## src/rtl/sat_span_accum_if.sv

```systemverilog
// rtl/sat_span_accum_if.sv - command and pixel-stream bundle for sat_span_accum
//
// Purpose : groups the span command inputs, the valid/ready pixel stream and
//           the status flags of sat_span_accum into one interface.
// Ports   : start, init[15:0], step[15:0], count[CNT_W-1:0], sat, eightbit
//           (command, driven by master); out_valid, out_data[15:0] (pixel
//           stream, driven by slave); out_ready (driven by master);
//           busy, done (status, driven by slave).
//           frac_init[7:0], frac_step[7:0] exist only with SPAN_ACCUM_FRAC_EN.
// Modports: master = span requester / pixel writer side, slave = the stepper.

interface sat_span_accum_if #(
   parameter int CNT_W = 10
) ();

   logic             start;
   logic [15:0]      init;
   logic [15:0]      step;
   logic [CNT_W-1:0] count;
   logic             sat;
   logic             eightbit;
`ifdef SPAN_ACCUM_FRAC_EN
   logic [7:0]       frac_init;
   logic [7:0]       frac_step;
`endif
   logic             out_valid;
   logic             out_ready;
   logic [15:0]      out_data;
   logic             busy;
   logic             done;

   modport master (
`ifdef SPAN_ACCUM_FRAC_EN
      output frac_init, frac_step,
`endif
      output start, init, step, count, sat, eightbit, out_ready,
      input  out_valid, out_data, busy, done
   );

   modport slave (
`ifdef SPAN_ACCUM_FRAC_EN
      input  frac_init, frac_step,
`endif
      input  start, init, step, count, sat, eightbit, out_ready,
      output out_valid, out_data, busy, done
   );

endinterface

```

## src/rtl/sat_span_accum.sv

```systemverilog
// rtl/sat_span_accum.sv - sequential saturating span stepper, one pixel per accepted handshake
//
// Purpose : emits v[k] = init + k*step for k = 0..count-1, stepping one
//           saturating (or wrapping) add per accepted pixel. 16-bit mode or
//           low-byte-only mode (high byte wraps independently, no carry
//           from bit 7 into bit 8). All outputs are registered; there is no
//           combinational path from any input to any output.
// Ports   : clk     - rising-edge clock
//           resetl  - asynchronous active-low reset
//           bus     - sat_span_accum_if.slave: command (start/init/step/count/
//                     sat/eightbit), pixel stream (out_valid/out_ready/
//                     out_data), status (busy/done)
// Config  : SPAN_ACCUM_FRAC_EN - adds an 8-bit fraction accumulator whose
//           carry feeds the integer add (frac_init/frac_step interface ports).

module sat_span_accum #(
   parameter int CNT_W = 10
) (
   input  logic              clk,
   input  logic              resetl,
   sat_span_accum_if.slave   bus
);

   typedef enum logic {
      S_IDLE = 1'b0,
      S_RUN  = 1'b1
   } state_t;

   state_t           state;
   logic [15:0]      acc;
   logic [15:0]      step_q;
   logic [CNT_W-1:0] remaining;
   logic             sat_q;
   logic             eightbit_q;
   logic             out_valid_q;
   logic             busy_q;
   logic             done_q;

   // next-value datapath
   logic [15:0]      acc_next;
   logic             cin;
   logic [16:0]      sum16;
   logic [8:0]       sum_lo;
   logic [7:0]       sum_hi;
   logic             ovf;
   logic             sat_high;
   logic             sat_fire;
   logic             handshake;

`ifdef SPAN_ACCUM_FRAC_EN
   logic [7:0]       frac_q;
   logic [7:0]       frac_step_q;
   logic [8:0]       frac_sum;
   logic [7:0]       frac_next;
`endif

   assign handshake = out_valid_q & bus.out_ready;

   // satadd(acc, step_q) with optional fractional carry-in.
   // Overflow is detected as (sign of step) XOR (carry out of the active
   // width): a positive step that carries has gone past the top, a negative
   // step that fails to carry has gone below zero. The carry itself tells
   // which rail to pin to.
   always_comb begin
      cin       = 1'b0;
`ifdef SPAN_ACCUM_FRAC_EN
      frac_sum  = {1'b0, frac_q} + {1'b0, frac_step_q};
      cin       = frac_sum[8];
      frac_next = frac_sum[7:0];
`endif
      sum16    = {1'b0, acc} + {1'b0, step_q} + {16'd0, cin};
      sum_lo   = {1'b0, acc[7:0]} + {1'b0, step_q[7:0]} + {8'd0, cin};
      sum_hi   = acc[15:8] + step_q[15:8];
      acc_next = sum16[15:0];
      ovf      = 1'b0;
      sat_high = 1'b0;
      if (eightbit_q) begin
         // Byte lanes are split: the high byte never sees the low carry
         // and is never saturated.
         ovf      = step_q[7] ^ sum_lo[8];
         sat_high = sum_lo[8];
         acc_next = {sum_hi, sum_lo[7:0]};
      end else begin
         ovf      = step_q[15] ^ sum16[16];
         sat_high = sum16[16];
      end
      sat_fire = sat_q & ovf;
      if (sat_fire) begin
         if (eightbit_q) begin
            acc_next[7:0] = {8{sat_high}};
         end else begin
            acc_next = {16{sat_high}};
         end
      end
`ifdef SPAN_ACCUM_FRAC_EN
      // A pinned integer part drags the fraction to the same rail so the
      // combined fixed-point value is exactly full-scale or zero.
      if (sat_fire) begin
         frac_next = {8{sat_high}};
      end
`endif
   end

   always_ff @(posedge clk or negedge resetl) begin
      if (!resetl) begin
         state       <= S_IDLE;
         acc         <= 16'd0;
         step_q      <= 16'd0;
         remaining   <= '0;
         sat_q       <= 1'b0;
         eightbit_q  <= 1'b0;
         out_valid_q <= 1'b0;
         busy_q      <= 1'b0;
         done_q      <= 1'b0;
`ifdef SPAN_ACCUM_FRAC_EN
         frac_q      <= 8'd0;
         frac_step_q <= 8'd0;
`endif
      end else begin
         done_q <= 1'b0;
         case (state)
            S_IDLE: begin
               if (bus.start) begin
                  if (bus.count != '0) begin
                     acc         <= bus.init;
                     step_q      <= bus.step;
                     remaining   <= bus.count;
                     sat_q       <= bus.sat;
                     eightbit_q  <= bus.eightbit;
`ifdef SPAN_ACCUM_FRAC_EN
                     frac_q      <= bus.frac_init;
                     frac_step_q <= bus.frac_step;
`endif
                     out_valid_q <= 1'b1;
                     busy_q      <= 1'b1;
                     state       <= S_RUN;
                  end else begin
                     // Empty span: acknowledge with done, emit nothing.
                     done_q <= 1'b1;
                  end
               end
            end
            S_RUN: begin
               if (handshake) begin
                  acc       <= acc_next;
`ifdef SPAN_ACCUM_FRAC_EN
                  frac_q    <= frac_next;
`endif
                  remaining <= remaining - 1'b1;
                  if (remaining == {{(CNT_W-1){1'b0}}, 1'b1}) begin
                     out_valid_q <= 1'b0;
                     busy_q      <= 1'b0;
                     done_q      <= 1'b1;
                     state       <= S_IDLE;
                  end
               end
            end
            default: begin
               state       <= S_IDLE;
               out_valid_q <= 1'b0;
               busy_q      <= 1'b0;
            end
         endcase
      end
   end

   assign bus.out_valid = out_valid_q;
   assign bus.out_data  = acc;
   assign bus.busy      = busy_q;
   assign bus.done      = done_q;

endmodule

```

## src/flat_wrapper.sv

```systemverilog
// flat-port wrapper written by rule: the top's interface ports become plain ports
module sat_span_accum_flat 
#(
   parameter int CNT_W = 10
)
  (clk, resetl, bus_start, bus_init, bus_step, bus_count, bus_sat, bus_eightbit, bus_out_ready, bus_out_valid, bus_out_data, bus_busy, bus_done);
  sat_span_accum_if #(.CNT_W(CNT_W)) bus_i ();
  input  logic clk;
  input  logic resetl;
  input wire logic [$bits(bus_i.start)-1:0] bus_start;
  input wire logic [$bits(bus_i.init)-1:0] bus_init;
  input wire logic [$bits(bus_i.step)-1:0] bus_step;
  input wire logic [$bits(bus_i.count)-1:0] bus_count;
  input wire logic [$bits(bus_i.sat)-1:0] bus_sat;
  input wire logic [$bits(bus_i.eightbit)-1:0] bus_eightbit;
  input wire logic [$bits(bus_i.out_ready)-1:0] bus_out_ready;
  output wire logic [$bits(bus_i.out_valid)-1:0] bus_out_valid;
  output wire logic [$bits(bus_i.out_data)-1:0] bus_out_data;
  output wire logic [$bits(bus_i.busy)-1:0] bus_busy;
  output wire logic [$bits(bus_i.done)-1:0] bus_done;
  assign bus_i.start = bus_start;
  assign bus_i.init = bus_init;
  assign bus_i.step = bus_step;
  assign bus_i.count = bus_count;
  assign bus_i.sat = bus_sat;
  assign bus_i.eightbit = bus_eightbit;
  assign bus_i.out_ready = bus_out_ready;
  assign bus_out_valid = bus_i.out_valid;
  assign bus_out_data = bus_i.out_data;
  assign bus_busy = bus_i.busy;
  assign bus_done = bus_i.done;
  sat_span_accum #(.CNT_W(CNT_W)) u_core (.clk(clk), .resetl(resetl), .bus(bus_i));
endmodule
```

## config.mk

```make
export PLATFORM = sky130hd
export DESIGN_NAME = sat_span_accum_flat
export DESIGN_NICKNAME = d
export VERILOG_FILES = /design/src/rtl/sat_span_accum_if.sv /design/src/rtl/sat_span_accum.sv /design/src/flat_wrapper.sv
export SDC_FILE = /design/constraint.sdc
export NUM_CORES = 1
export LEC_CHECK = 0
export ABC_AREA = 1
export CORE_MARGIN = 5
export CORE_UTILIZATION = 40
export CTS_BUF_LIST = sky130_fd_sc_hd__clkbuf_4
export DETAILED_ROUTE_END_ITERATION = 10
export PLACE_DENSITY = 0.61
export SLEW_MARGIN = 20
export SYNTH_ARGS = -nofsm -noshare
export SYNTH_HDL_FRONTEND = slang
export SYNTH_SLANG_ARGS = --single-unit
```

## constraint.sdc

```tcl
create_clock -name clk -period 2.89 [get_ports clk]
set_clock_uncertainty 0.05 [all_clocks]
set_input_delay 0.7225 -clock clk [delete_from_list [all_inputs] [get_ports clk]]
set_output_delay 0.7225 -clock clk [all_outputs]
set_load 0.02 [all_outputs]
```

==> metrics.txt <==
Mapped Area=approximately 3600 um^2; die width=around 100 um; sequential power share=a little over 60%; pre-CTS setup slack=slightly below 0.03 ns; largest cells by area after synthesis=dfrtp_1 33%, nand2_1 20%, ha_1 6.3%; postcts setup bufs=0; io pins=67; Root Buffer=clkbuf_4; DRC=0; Via Count=3341; Pleak=2.407 nW; minimum clock period=around 2.4 ns; CTS tree=yes; Final setup viols=0; Sum Neg Setup Slack=0 ns; Finished Layout Cells=roughly 700; power per cell area=about 240 nW/um^2; top-count cell post-synth=nand2_1; Hold Path Class=in -> async; TritonCTS Buffers=5; Yosys reg bits=between 40 and 50; Critical Path End Type=flop; Net Sw Frac=24.23%; async set-reset flop share out of synthesis=100.0%; H-tree levels=2; Detailed Route WL=between 8000 and 9000 um; NetSw=~0.26 mW; Initial Util=approximately 41%; Worst Slack Setup Final=between 0.4 and 0.5 ns; IO buf count=66; Mapped Cells=a little over 500; multiplexer share of the synthesized area=about 4.4%; cell accounting for the most synthesized area=dfrtp_1; worst-margin pin slew=slightly below 0.5 ns; Data required, critical path=roughly 3.1 ns; HPWL Detailed=a little under 7000 um; combinational share of power=under 10%; Skew-Pair Late Insertion Delay=around 0.37 ns; status=completed; Synth Area in Compound Gates=~7.6%; NumNets Final=approximately 640; Top FF cell, synth=dfrtp_1; CP max FO=35; Pins Over Slew Limit=0; Tot GR Track Use=16.70%; worst vdd ir=roughly 0.00015 V; DR iter-0 viols=142; Core Area=between 8000 and 9000 um^2; Avg Inst Size Synth=around 7.0 um^2; layout cells sized above 1=a little under a tenth; GPL Wtd Cong=about 0.91; Total Power=1.068 mW; final core utilization=around 50%; Post-Synth Simple-Gate Area=between 30% and 40%; number of global-route vias before repair=3354; post-detailed-route via-to-cell ratio=between 4 and 5; post-synth cell types=40; Placed Area=about 4300 um^2; XOR/XNOR share of the synthesized area=2.703%; Inst Count DP=between 600 and 700; largest net degree at the start of global routing=36; finished layout cell area=between 4000 and 5000 um^2; Clock Pin Slew Worst Setup and Hold Paths=0.15 ns; largest family of logic cells by synthesized area=simple AND/OR/NAND/NOR gates; yosys warns=0; Clk pwr share=between 30% and 40%; Post-synth EDFFs=0; total gr overflow=0; Setup crit start kind=input pin; Clock Tree Buf Depth=2; top-area cell type share of the netlist area=between 30 and 40%; ANT nets after route=0; die area=roughly 11000 um^2; Post-CTS Resized=0; CTS hold repair buffers=0; critical path arrival=roughly 2.7 ns; P&R area growth vs syn=22.53%; antenna cells=0; P_int=a little over 0.8 mW; internal reg-to-reg setup slack=~0.56 ns; total iterations of the first detailed-routing run=4; unrepaired setup endpoints after global routing=false; final cycle utilization of the critical path=83.97%; adder-cell share of the synthesized area=around 7.4%; Hold Vio Cnt, Final=0; max cap viols=0; WS Path Type=in -> reg; sequential area share after synthesis=32.99%; row count=34; CTS Sinks=47; relative slew slack=approximately two thirds; Hold Worst Slack=about 0.15 ns; die height=approximately 100 um; DR WL/cell=approximately 13 um; Peak Freq=0.4121 GHz; first-pass GRT wire length=~15000 um; antenna violations before repair=0; synthesized net count=576; commonest cells in the netlist=186 x nand2_1, 59 x nor2_1, 54 x inv_1, 47 x dfrtp_1, 23 x nand3_1
worst max-delay path: stages:
cell and delay (ns):
clkdlybuf4s50_1 0.43, nor4_1 0.43, nand3_1 0.19, nand3_2 0.13, o21ai_4 0.14, clkinv_2 0.38
nor2_1 0.09, nand2_1 0.08, nand2_1 0.05
power by group through the flow:
stage	sequential [mW]	combinational [mW]	clock (mW)
after floorplan	0.670	0.00133	0
after global placement	0.670	0.0838	0
after detailed placement	0.670	0.0852	0
after CTS	0.658	0.0855	0.348
after global routing	0.658	0.0913	0.372
final	0.658	0.0833	0.326
path summary, 6_finish.rpt:
kind / from / endpoint / cells after the start
setup / recovery: bus_count[6] / u_core.bus.out_data[5]$_DFFE_PN0P_ / 9
setup reg to reg: u_core.bus.out_data[0]$_DFFE_PN0P_ / u_core.bus.out_data[8]$_DFFE_PN0P_ / 15
hold reg to reg: u_core.remaining[6]$_DFFE_PN0P_ / u_core.remaining[6]$_DFFE_PN0P_ / 2
min in group clk: u_core.remaining[6]$_DFFE_PN0P_ / u_core.remaining[6]$_DFFE_PN0P_ / 2
max in group asynchronous: resetl / u_core.bus.out_data[13]$_DFFE_PN0P_ / 2
hold / removal: resetl / u_core.step_q[4]$_DFFE_PN0P_ / 1
cell families (layout without fill, tap and decap cells):
group	count (synthesis)	count (layout)
simple gates	297	297
mux	14	14
xor+xnor	11	11
flops	47	47
buf+inv	73	139
compound gates	46	46
fa+ha+maj	20	20
cell type report:
type	count	area, um^2
Fill cell	880	4353
Multi-Input combinational cell	388	2081
Sequential cell	47	1176
Timing Repair Buffer	70	685.7
Inverter	61	232.7
Tap cell	108	135.1
Clock buffer	5	37.54
Clock inverter	3	20.02
sequential cells by signal, indices dropped and copies added (netlist names):
| signal | flops |
|---|---|
| u_core.bus.busy | 1 |
| u_core.state | 1 |
| u_core.bus.out_data | 16 |
| u_core.step_q | 16 |
| u_core.remaining | 10 |
| u_core.bus.done | 1 |
| u_core.eightbit_q | 1 |
| u_core.sat_q | 1 |
layer usage:
layer | global-route usage, % | vias to the layer above | share of wire (%)
li1 | - | 1729 | -
met1 | 21.53 | 1540 | 47
met2 | 28.91 | 64 | 48
met3 | 3.352 | 8 | 4.3
met4 | 3.330 | 0 | 0.86
met5 | 0 | - | 0
cells in the final DEF, fill, tap and decap left out, types with 2 or more instances in the layout:
master / synthesis / layout
a21oi_1: 15 / 15
a21oi_2: 3 / 3
a31oi_1: 3 / 3
buf_4: 3 / 4
clkbuf_4: 0 / 5
clkdlybuf4s50_1: 0 / 65
clkinv_1: 1 / 2
dfrtp_1: 47 / 47
fa_1: 2 / 2
ha_1: 18 / 18
inv_1: 54 / 54
inv_2: 4 / 4
mux2_2: 14 / 14
nand2_1: 186 / 186
nand2_2: 4 / 4
nand2_4: 5 / 5
nand3_1: 23 / 23
nand3_2: 2 / 2
nand3b_1: 2 / 2
nand4_1: 5 / 5
nor2_1: 59 / 59
nor3_1: 3 / 3
nor4_1: 2 / 2
o211ai_1: 5 / 5
o21ai_0: 15 / 15
o21ai_1: 3 / 3
xnor2_1: 4 / 4
xor2_1: 7 / 7
No activity file was read; power rests on OpenSTA's default activity.
